[src/rtl/timer_pkg.sv]
`default_nettype none
// ============================================================================
//  Module   : timer_pkg
//  Purpose  : Shared BCD constants and counter-width helper for the
//             timer_digit_scan block.
//  Revision : 1.0  initial release
// ============================================================================
package timer_pkg;

  localparam int           BCD_W    = 4;
  localparam logic [3:0]   BCD_MAX  = 4'd9;
  localparam logic [3:0]   BCD_ZERO = 4'd0;

  // Bits needed to hold 0..modulus-1; never less than one bit.
  function automatic int cnt_width(input int modulus);
    return (modulus <= 2) ? 1 : $clog2(modulus);
  endfunction

endpackage
`default_nettype wire

[src/rtl/bcd_decade_cell.sv]
`default_nettype none
// ============================================================================
//  Module   : bcd_decade_cell
//  Purpose  : One BCD decade register with synchronous clear, increment /
//             decrement qualifiers and a ripple carry/borrow in and out.
//  Revision : 1.0  initial release
// ============================================================================
module bcd_decade_cell
  import timer_pkg::*;
(
  input  logic             clk,
  input  logic             rst,
  input  logic             clr_i,
  input  logic             inc_i,
  input  logic             dec_i,
  input  logic             cin_i,
  output logic [BCD_W-1:0] val_q_o,
  output logic [BCD_W-1:0] val_d_o,
  output logic             cout_o
);

  logic [BCD_W-1:0] val_q;
  logic [BCD_W-1:0] val_d;

  // Next decade value and carry/borrow; out-of-range values fold back to 0..9.
  always_comb begin
    val_d  = val_q;
    cout_o = 1'b0;
    if (clr_i) begin
      val_d = BCD_ZERO;
    end else if (cin_i && inc_i) begin
      if (val_q >= BCD_MAX) begin
        val_d  = BCD_ZERO;
        cout_o = 1'b1;
      end else begin
        val_d = val_q + 4'd1;
      end
    end else if (cin_i && dec_i) begin
      if (val_q == BCD_ZERO) begin
        val_d  = BCD_MAX;
        cout_o = 1'b1;
      end else if (val_q > BCD_MAX) begin
        val_d = BCD_MAX;
      end else begin
        val_d = val_q - 4'd1;
      end
    end
  end

  // Decade storage.
  always_ff @(posedge clk or posedge rst) begin
    if (rst) val_q <= BCD_ZERO;
    else     val_q <= val_d;
  end

  assign val_q_o = val_q;
  assign val_d_o = val_d;

endmodule
`default_nettype wire

[src/rtl/timer_digit_scan.sv]
`default_nettype none
// ============================================================================
//  Module   : timer_digit_scan
//  Purpose  : NUM_DIGITS-decade BCD up/down counter advanced by a prescaler,
//             time-multiplexed onto one shared BCD-to-7-segment decoder.
//  Options  : TIMER_LEADING_ZERO_BLANK_EN - blank leading zero decades.
//  Revision : 1.0  initial release
// ============================================================================
module timer_digit_scan
  import timer_pkg::*;
#(
  parameter int NUM_DIGITS = 4,
  parameter int PRESCALE   = 1000,
  parameter int SCAN_DIV   = 64
) (
  input  logic                        clk,
  input  logic                        rst,
  input  logic                        run,
  input  logic                        clear,
  input  logic                        up,
  output logic [BCD_W-1:0]            bcd_out,
  output logic                        digit_en,
  output logic [NUM_DIGITS-1:0]       digit_sel,
  output logic [BCD_W*NUM_DIGITS-1:0] count_value,
  output logic                        wrap
);

  localparam int                PRESC_W    = cnt_width(PRESCALE);
  localparam int                SCAN_W     = cnt_width(SCAN_DIV);
  localparam int                IDX_W      = cnt_width(NUM_DIGITS);
  localparam logic [PRESC_W-1:0] PRESC_LAST = PRESC_W'(PRESCALE - 1);
  localparam logic [SCAN_W-1:0]  SCAN_LAST  = SCAN_W'(SCAN_DIV - 1);
  localparam logic [IDX_W-1:0]   IDX_LAST   = IDX_W'(NUM_DIGITS - 1);

  logic [PRESC_W-1:0]            presc_q, presc_d;
  logic [SCAN_W-1:0]             scan_q, scan_d;
  logic [IDX_W-1:0]              idx_q, idx_d;
  logic [BCD_W*NUM_DIGITS-1:0]   count_q, count_d;
  logic                          tick, inc, dec, top_cout;
  logic                          wrap_q;
  logic [BCD_W-1:0]              bcd_q, bcd_d;
  logic                          en_q, en_d;
  logic [NUM_DIGITS-1:0]         sel_q, sel_d;

  assign tick = run && (presc_q == PRESC_LAST);
  assign inc  = tick && up;
  assign dec  = tick && !up;

  // Prescaler: advances only while running, clear forces it back to zero.
  always_comb begin
    presc_d = presc_q;
    if (clear)      presc_d = '0;
    else if (tick)  presc_d = '0;
    else if (run)   presc_d = presc_q + PRESC_W'(1);
  end

  // Decade chain: each cell steps when every lower decade carries/borrows.
  for (genvar i = 0; i < NUM_DIGITS; i++) begin : g_dec
    logic cin;
    logic cout;
    if (i == 0) begin : g_lsd
      assign cin = 1'b1;
    end else begin : g_upper
      assign cin = g_dec[i-1].cout;
    end
    bcd_decade_cell u_cell (
      .clk     (clk),
      .rst     (rst),
      .clr_i   (clear),
      .inc_i   (inc),
      .dec_i   (dec),
      .cin_i   (cin),
      .val_q_o (count_q[i*BCD_W +: BCD_W]),
      .val_d_o (count_d[i*BCD_W +: BCD_W]),
      .cout_o  (cout)
    );
  end

  assign top_cout = g_dec[NUM_DIGITS-1].cout;

  // Scan timing: free-running slot counter stepping the digit index.
  always_comb begin
    scan_d = scan_q + SCAN_W'(1);
    idx_d  = idx_q;
    if (scan_q == SCAN_LAST) begin
      scan_d = '0;
      idx_d  = (idx_q == IDX_LAST) ? '0 : idx_q + IDX_W'(1);
    end
  end

  // Display word for the current index, taken from the next count so the
  // nibble changes in the same cycle as count_value.
  always_comb begin
`ifdef TIMER_LEADING_ZERO_BLANK_EN
    logic higher_nz;
    higher_nz = 1'b0;
`endif
    bcd_d = BCD_ZERO;
    sel_d = '0;
    en_d  = 1'b1;
`ifdef TIMER_LEADING_ZERO_BLANK_EN
    en_d  = 1'b0;
`endif
    for (int i = NUM_DIGITS - 1; i >= 0; i--) begin
`ifdef TIMER_LEADING_ZERO_BLANK_EN
      higher_nz = higher_nz || (count_d[i*BCD_W +: BCD_W] != BCD_ZERO);
`endif
      if (idx_q == IDX_W'(i)) begin
        bcd_d    = count_d[i*BCD_W +: BCD_W];
        sel_d[i] = 1'b1;
`ifdef TIMER_LEADING_ZERO_BLANK_EN
        en_d     = higher_nz || (i == 0);
`endif
      end
    end
  end

  // State and registered outputs.
  always_ff @(posedge clk or posedge rst) begin
    if (rst) begin
      presc_q <= '0;
      scan_q  <= '0;
      idx_q   <= '0;
      wrap_q  <= 1'b0;
      bcd_q   <= BCD_ZERO;
      en_q    <= 1'b0;
      sel_q   <= '0;
    end else begin
      presc_q <= presc_d;
      scan_q  <= scan_d;
      idx_q   <= idx_d;
      wrap_q  <= top_cout;
      bcd_q   <= bcd_d;
      en_q    <= en_d;
      sel_q   <= sel_d;
    end
  end

  assign bcd_out     = bcd_q;
  assign digit_en    = en_q;
  assign digit_sel   = sel_q;
  assign count_value = count_q;
  assign wrap        = wrap_q;

endmodule
`default_nettype wire
[config.mk]
export PLATFORM = sky130hd
export DESIGN_NAME = timer_digit_scan
export DESIGN_NICKNAME = d
export VERILOG_FILES = /design/src/rtl/timer_pkg.sv /design/src/rtl/bcd_decade_cell.sv /design/src/rtl/timer_digit_scan.sv
export SDC_FILE = /design/constraint.sdc
export NUM_CORES = 1
export LEC_CHECK = 0
export ABC_AREA = 1
export BUFFER_PORTS_ARGS = -buffer_cell sky130_fd_sc_hd__buf_2
export CAP_MARGIN = 15
export CORE_UTILIZATION = 45
export DETAILED_ROUTE_END_ITERATION = 8
export PLACE_DENSITY = 0.65
export SLEW_MARGIN = 15
export SYNTH_ARGS = -nofsm -noshare
export SYNTH_HDL_FRONTEND = slang
export SYNTH_HIERARCHICAL = 1
export SYNTH_SLANG_ARGS = --single-unit
export TNS_END_PERCENT = 1
[constraint.sdc]
create_clock -name clk -period 4 [get_ports clk]
set_input_delay 0.6 -clock clk [delete_from_list [all_inputs] [get_ports clk]]
set_output_delay 0.6 -clock clk [all_outputs]
set_load 0.01 [all_outputs]
After elaboration in Yosys (flattened, before gate mapping) --
Index checks and enable logic that the tools add are counted.
Storage, ports and cells: bits in registers 44, input port bits 5, output and inout port bits 26, word-level logic and storage cells 108
Operators by class: $add $sub $neg 11, magnitude comparators 8, eq/ne operators 5, multiplexer cells 57, reductions and logical operators 16
Operators with widths (number):
- $mux W4 | 28
- $mux W10 | 3
- $mux W1 | 24
- $add A4 B1 Y4 const B | 4
- $ge A4 B4 Y1 const B | 4
- $gt A4 B4 Y1 const B | 4
- $logic_not A4 Y1 | 4
- $sub A4 B1 Y4 const B | 4
- $add A10 B1 Y10 const B | 1
- $eq A10 B10 Y1 const B | 1
- $logic_and A1 B1 Y1 | 9
- $add A6 B1 Y6 const B | 1
- $eq A6 B6 Y1 const B | 1
- $mux W6 | 1
- $eq A2 B2 Y1 const B | 2
- $reduce_bool A3 Y1 | 1
- $add A2 B1 Y2 const B | 1
- $eq A2 B1 Y1 const B | 1
- $logic_not A2 Y1 | 1
- $mux W2 | 1
- $logic_not A1 Y1 | 1

Longest topological paths before layout --
depth after elaboration 22, gate-level depth with buffers 26, gate-level depth less buffers 26

Cells and area by module --
The synthesis kept the hierarchy.
By module, submodules not included:
- bcd_decade_cell | times used 4, cells an instance 60, area an instance 422.9 µm², seq. area each 100.1 µm²
- timer_digit_scan | times used 1, cells an instance 160, area an instance 1380.1 µm², seq. area each 700.7 µm²

Worst setup path after synthesis --
OpenSTA, ideal clock, no wires.
path type in2reg, start point input port run, end point register bcd_q[2] (netlist: bcd_out[2]), setup time 0.127 ns, arrival 3.882 ns, required time 3.873 ns, path slack -0.009 ns, stages 25, buffers on the path 0, cells stage by stage nand2_1 -> nor2_2 -> nand4_1 -> nor2_1 -> nand2_4 -> inv_2 -> nand2_4 -> a21oi_1 -> nand2_2 -> inv_1 -> nand3_1 -> a21oi_1 -> nand2_2 -> inv_1 -> nand3_1 -> a21oi_1 -> nand2_2 -> inv_1 -> nand3_1 -> a21oi_1 -> nor3_2 -> nand2_1 -> nand2_1 -> o211ai_1 -> a21oi_1
Between the ends: elaborated cells between the ends (all ways) 34, those cells by class 25 x mux; 9 x reduce/logical
RTL lines:
- start: declaration | line timer_digit_scan.sv:18 | input logic run,
- $logic_and A1 B1 Y1 * | line timer_digit_scan.sv:45 | assign tick = run && (presc_q == PRESC_LAST);
- $logic_and A1 B1 Y1 * | line timer_digit_scan.sv:46 | assign inc = tick && up;
- named net inc | line timer_digit_scan.sv:39 | logic tick, inc, dec, top_cout;
- $mux W1 * | line bcd_decade_cell.sv:31 | end else if (cin_i && inc_i) begin
- $mux W1 * | line bcd_decade_cell.sv:29 | if (clr_i) begin
- named net g_dec[0].cout | line timer_digit_scan.sv:60 | logic cout;
- $logic_and A1 B1 Y1 | line bcd_decade_cell.sv:38 | end else if (cin_i && dec_i) begin
- $mux W1 | line bcd_decade_cell.sv:38
- (+2 left out)
- named net g_dec[1].cout | line timer_digit_scan.sv:60
- (+4 left out)
- named net g_dec[2].cout | line timer_digit_scan.sv:60
- $logic_and A1 B1 Y1 | line bcd_decade_cell.sv:38
- $mux W4 | line bcd_decade_cell.sv:38
- $mux W4 * | line bcd_decade_cell.sv:31
- $mux W4 * | line bcd_decade_cell.sv:29
- named net count_d[14] | line timer_digit_scan.sv:38 | logic [BCD_W*NUM_DIGITS-1:0] count_q, count_d;
- $mux W4 * (4 in series) | line timer_digit_scan.sv:108 | if (idx_q == IDX_W'(i)) begin
- named net bcd_d[2] | line timer_digit_scan.sv:41 | logic [BCD_W-1:0] bcd_q, bcd_d;
- end signal: assignment | line timer_digit_scan.sv:125 | bcd_q <= BCD_ZERO;
- end signal: assignment | line timer_digit_scan.sv:133 | bcd_q <= bcd_d;
- end: declaration | line timer_digit_scan.sv:41
Mark *: on every way through the listed nets, which the timed path passes. The rest lies on a longest branch. A chain may end at the register's enable or synchronous reset.

Worst setup path in the final report --
start point register presc_q[1], end point register bcd_q[1] (netlist: bcd_out[1])
Between the ends: word-level cells in the longest chain between the ends 22, elaborated cells between the ends (all ways) 35, those cells by class 1 x eq/ne; 25 x mux; 9 x reduce/logical
RTL lines:
- start: declaration | line timer_digit_scan.sv:35 | logic [PRESC_W-1:0] presc_q, presc_d;
- start signal: assignment | line timer_digit_scan.sv:129 | presc_q <= presc_d;
- $eq A10 B10 Y1 * | line timer_digit_scan.sv:45
- $logic_and A1 B1 Y1 * | line timer_digit_scan.sv:45
- $logic_and A1 B1 Y1 * | line timer_digit_scan.sv:47 | assign dec = tick && !up;
- named net dec | line timer_digit_scan.sv:39
- $mux W1 * | line bcd_decade_cell.sv:38
- $mux W1 * | line bcd_decade_cell.sv:31
- $mux W1 * | line bcd_decade_cell.sv:29
- named net g_dec[0].cout | line timer_digit_scan.sv:60
- (+4 left out)
- named net g_dec[1].cout | line timer_digit_scan.sv:60
- (+4 left out)
- named net g_dec[2].cout | line timer_digit_scan.sv:60
- $logic_and A1 B1 Y1 | line bcd_decade_cell.sv:38
- $mux W4 | line bcd_decade_cell.sv:38
- $mux W4 * | line bcd_decade_cell.sv:31
- $mux W4 * | line bcd_decade_cell.sv:29
- named net count_d[13] | line timer_digit_scan.sv:38
- $mux W4 * (4 in series) | line timer_digit_scan.sv:108
- named net bcd_d[1] | line timer_digit_scan.sv:41
Marks and branches as above.

==> impl_results.md <==
* Status: completed
* Via count of the first global-routing pass at between 2000 and 2500
* Critical path's slowest cell: sky130_fd_sc_hd__dfrtp_1
* Die Span Y at 84.62 um
* Number of nets in the layout at 466
* Signal arrival time at the worst endpoint at 3.93 ns
* Reg-to-reg critical path startpoint: presc_q[1]
* Worst setup path start: presc_q[1]
* Slew at the pin with the worst max-slew slack at 0.6033 ns
* Register-to-register setup slack at 0.30 ns
* Top cell type by total area after synthesis: sky130_fd_sc_hd__dfrtp_1
* Psw at ~180 uW
* Clock network fraction of total power at 41.3%
* Most used DFF post-synth: sky130_fd_sc_hd__dfrtp_1
* Critical path capture point: bcd_out[1]
* Routed length per instance at 12.72 um
* Slowest stage delay, CP at 0.37 ns
* Number of max-slew violations in the final report at 0
* Total clock sinks at 44
* Synth cell count leaders: sky130_fd_sc_hd__nand2_1 (65), sky130_fd_sc_hd__nand3_1 (57), sky130_fd_sc_hd__inv_1 (53)
* All-layer global routing usage at 19.37%
* Wire length on met1 at 3.111 mm
* Count of routing violations after the opening detailed-route iteration at 178
* Die W at 84.62 um
* Hold Fails Final Rpt at 0
* Total inserted antenna cells at 0
* Mean Syn Cell Area at around 7.7 um2
* Clock tree buffer depth at 2
* Most used standard cell by instance count after synthesis: sky130_fd_sc_hd__nand2_1
* Via Count at 2718
* Initial Utilization at 47.56%
* Share of total power in combinational logic at approximately 4.0%
* Post-synthesis cell type count at 24
* Post-route design area at 3506 um2
* Clock tree from TritonCTS: built
* WS Path Type: register to register
* Placed instance area at 3343 um2
* Number of search-and-repair iterations in the first detailed-routing pass at 6
* Number of maximum-capacitance constraint violations at 0
* Sequential fraction of design power at 54.7%
* Nature of the critical path endpoint: register
* Sequential cell area fraction in the yosys report at a little over a third
* WL met2 at 3.120 mm
* Detailed placer's ending HPWL at 5.100 mm
* Total met3 wirelength after detailed routing at 293 um
* I/O pin count at 31
* Fraction of final layout cells with drive strength greater than 1 at 25.90%
* YS warnings at 6
* Fraction of registers with async set/reset at 100.0%
* Critical path's most frequent cell: sky130_fd_sc_hd__nand2_2
* Core Box Area at 6459 um2
* Net switching fraction of the power at between 20 and 25%
* Slew headroom at 59.72%
* Clock tree root driver cell: sky130_fd_sc_hd__clkbuf_8
* Int Pwr at 639.7 uW
* Initial antenna violation count at 0
* Fillers at 621
* Final Critical Period at 3.702 ns
* GRT Residual Overflow at 0
* Die area at slightly above 7000 um2
* Wire length of the first global-routing pass at 11.07 mm
* Area growth from synthesis to layout at 14.13%
* Number of enable-type register cells in the synthesized netlist at 0
* Largest fanout on the critical path at 5
* Insertion delay of the later-clocked pin in the worst-skew pair at 0.30 ns
* Flip-flop and latch count after synthesis at 44
* Vias per cell at 5.217
* Final setup viols at 0
* Synthesized instance count at 400
* Port-buffer cells at 30
* Post-route clock period utilization at 92.54%
* Aggregate routed wire length at 6.626 mm
* Maximum level of the CTS H-tree at 2
* Largest net degree at the start of global routing at 29
* Static leakage power at 0.001938 uW
* Highest layer used for signal routing: met4
* Worst setup skew after layout at roughly 0.0072 ns
* Worst ir drop on vdd at 216.3 uV
* Placement Rows at 29
* Highest clock rate at 270.2 MHz
* Power density relative to cell area at about 230 nW/um2
* Clk pin slew, worst setup/hold paths at 0.09 ns
* Post-route worst hold slack at 0.2331 ns
* DRC at 0
* Synthesized area at 3072 um2
* Depth of the worst register-to-register path at 25
* RePlAce Congestion at roughly 0.94
* Endpoint of the worst-slack reg-to-reg timing path: bcd_out[1]
* Area share of the leading cell type in the synthesized netlist at 35.85%
* Routed Antenna Nets at 0
* Cts bufs inserted at 5
* Leading cell types by total area after synthesis: sky130_fd_sc_hd__dfrtp_1 (36%), sky130_fd_sc_hd__nand3_1 (9.3%), sky130_fd_sc_hd__nand2_1 (7.9%)
* Worst Setup Start Kind: register
* Path category of the worst min-delay check: input port to async pin
* Worst Path Required at 4.23 ns
placed cells by master (no fill, tap or decap):
| cell type | netlist | final |
|---|---|---|
| sky130_fd_sc_hd__nor2_2 | 11 | 12 |
| sky130_fd_sc_hd__clkbuf_8 | 0 | 5 |
| sky130_fd_sc_hd__buf_2 | 0 | 30 |
| sky130_fd_sc_hd__o21ai_0 | 8 | 8 |
| sky130_fd_sc_hd__nand3_2 | 5 | 5 |
| sky130_fd_sc_hd__bufinv_16 | 0 | 1 |
| sky130_fd_sc_hd__o21ai_1 | 4 | 4 |
| sky130_fd_sc_hd__o211ai_1 | 4 | 4 |
| sky130_fd_sc_hd__a21oi_2 | 4 | 6 |
| sky130_fd_sc_hd__nand2_2 | 13 | 14 |
| sky130_fd_sc_hd__xor2_1 | 9 | 9 |
| sky130_fd_sc_hd__nand3b_1 | 1 | 1 |
| sky130_fd_sc_hd__nor3_1 | 1 | 1 |
| sky130_fd_sc_hd__inv_1 | 53 | 52 |
| sky130_fd_sc_hd__nand2_1 | 65 | 64 |
| sky130_fd_sc_hd__nor3b_1 | 1 | 1 |
| sky130_fd_sc_hd__clkbuf_1 | 0 | 1 |
| sky130_fd_sc_hd__a21oi_1 | 22 | 18 |
| sky130_fd_sc_hd__nand4_1 | 15 | 15 |
| sky130_fd_sc_hd__ha_1 | 18 | 18 |
| sky130_fd_sc_hd__nor2_1 | 31 | 29 |
| sky130_fd_sc_hd__nor3_2 | 4 | 4 |
| sky130_fd_sc_hd__nand2_4 | 12 | 12 |
| sky130_fd_sc_hd__clkinv_2 | 0 | 1 |
| sky130_fd_sc_hd__buf_4 | 0 | 4 |
| sky130_fd_sc_hd__nor2_4 | 4 | 5 |
| sky130_fd_sc_hd__conb_1 | 1 | 3 |
| sky130_fd_sc_hd__a21oi_4 | 0 | 2 |
| sky130_fd_sc_hd__nand3_1 | 57 | 57 |
| sky130_fd_sc_hd__dfrtp_1 | 44 | 44 |
| sky130_fd_sc_hd__inv_2 | 13 | 14 |
sequential cells by signal, summed over array words and instances, names as in the netlist:
| name | count |
|---|---|
| bcd_out | 4 |
| digit_en | 1 |
| digit_sel | 4 |
| g_dec.u_cell/val_q_o | 16 |
| idx_q | 2 |
| presc_q | 10 |
| scan_q | 6 |
| wrap | 1 |
how the worst min path moves through the flow:
stage / start / end / cells after the start
detailed placement: scan_q[0] / scan_q[0] / 1
global route: rst / g_dec[1].u_cell/val_q_o[3] / 2
floorplan: rst / g_dec[0].u_cell/val_q_o[0] / 1
global placement: scan_q[0] / scan_q[0] / 1
finish: rst / g_dec[0].u_cell/val_q_o[3] / 2
CTS: rst / g_dec[0].u_cell/val_q_o[3] / 2
timing repair:
action                                  in CTS  in global routing
pin swaps                                    0                  6
endpoints found under the setup margin       2                  7
gates resized for setup                      1                  8
setup buffers                                0                  2
hold buffers                                 0                  0
power groups by stage:
stage | combinational [uW] | sequential (uW) | clock [uW]
2_1_floorplan | 19.3 | 457 | 0
3_3_place_gp | 30.0 | 457 | 0
3_5_place_dp | 30.2 | 457 | 0
4_1_cts | 30.4 | 448 | 346
5_1_grt | 36.9 | 448 | 365
6_report | 32.5 | 448 | 338
logic make-up after synthesis:
group	after synthesis	synth area share [%]
compound gates	42	7.658
simple gates	220	38.41
buf+inv	66	8.065
xor+xnor	9	2.566
other cells	1	0.1221
fa+ha+maj	18	7.332
flops	44	35.85
through the flow:
step	setup slack, ns	setup TNS (ns)	util, %	cells	total power, uW
floorplan	0.1630	0	-	402	476.3
global placement	-0.1545	-0.2783	51.76	511	487.0
detailed placement	-0.2757	-0.8056	51.76	511	487.3
CTS	0.009194	0	53.49	519	824.8
global route	-0.04246	-0.04246	54.28	521	850.5
finish	0.2984	0	54.28	521	819.0
layer usage:
metal	up-vias	GRT usage (%)
li1	1389	-
met1	1251	26.66
met2	66	31.26
met3	12	3.540
met4	0	5.547
met5	-	0
area by class of cell:
cell class,instances,area (um2),area share [%]
Sequential cell,44,1101,31.41
Tap cell,77,96.34,2.748
Timing Repair Buffer,34,180.2,5.139
Multi-Input combinational cell,292,1773,50.57
Inverter,66,247.7,7.066
Clock buffer,6,72.57,2.070
Clock inverter,2,35.03,0.9993
worst max-delay path, delay by kind of cell, from the launching register on:
family | cells | cell delay [ns]
AND/OR/NAND/NOR | 14 | 1.63
AO/OA/AOI/OAI | 6 | 1.04
flip-flops | 1 | 0.37
buffers and inverters | 4 | 0.37
adder cells (fa/ha/maj) | 1 | 0.19
Power figures use the tool's default switching activity.
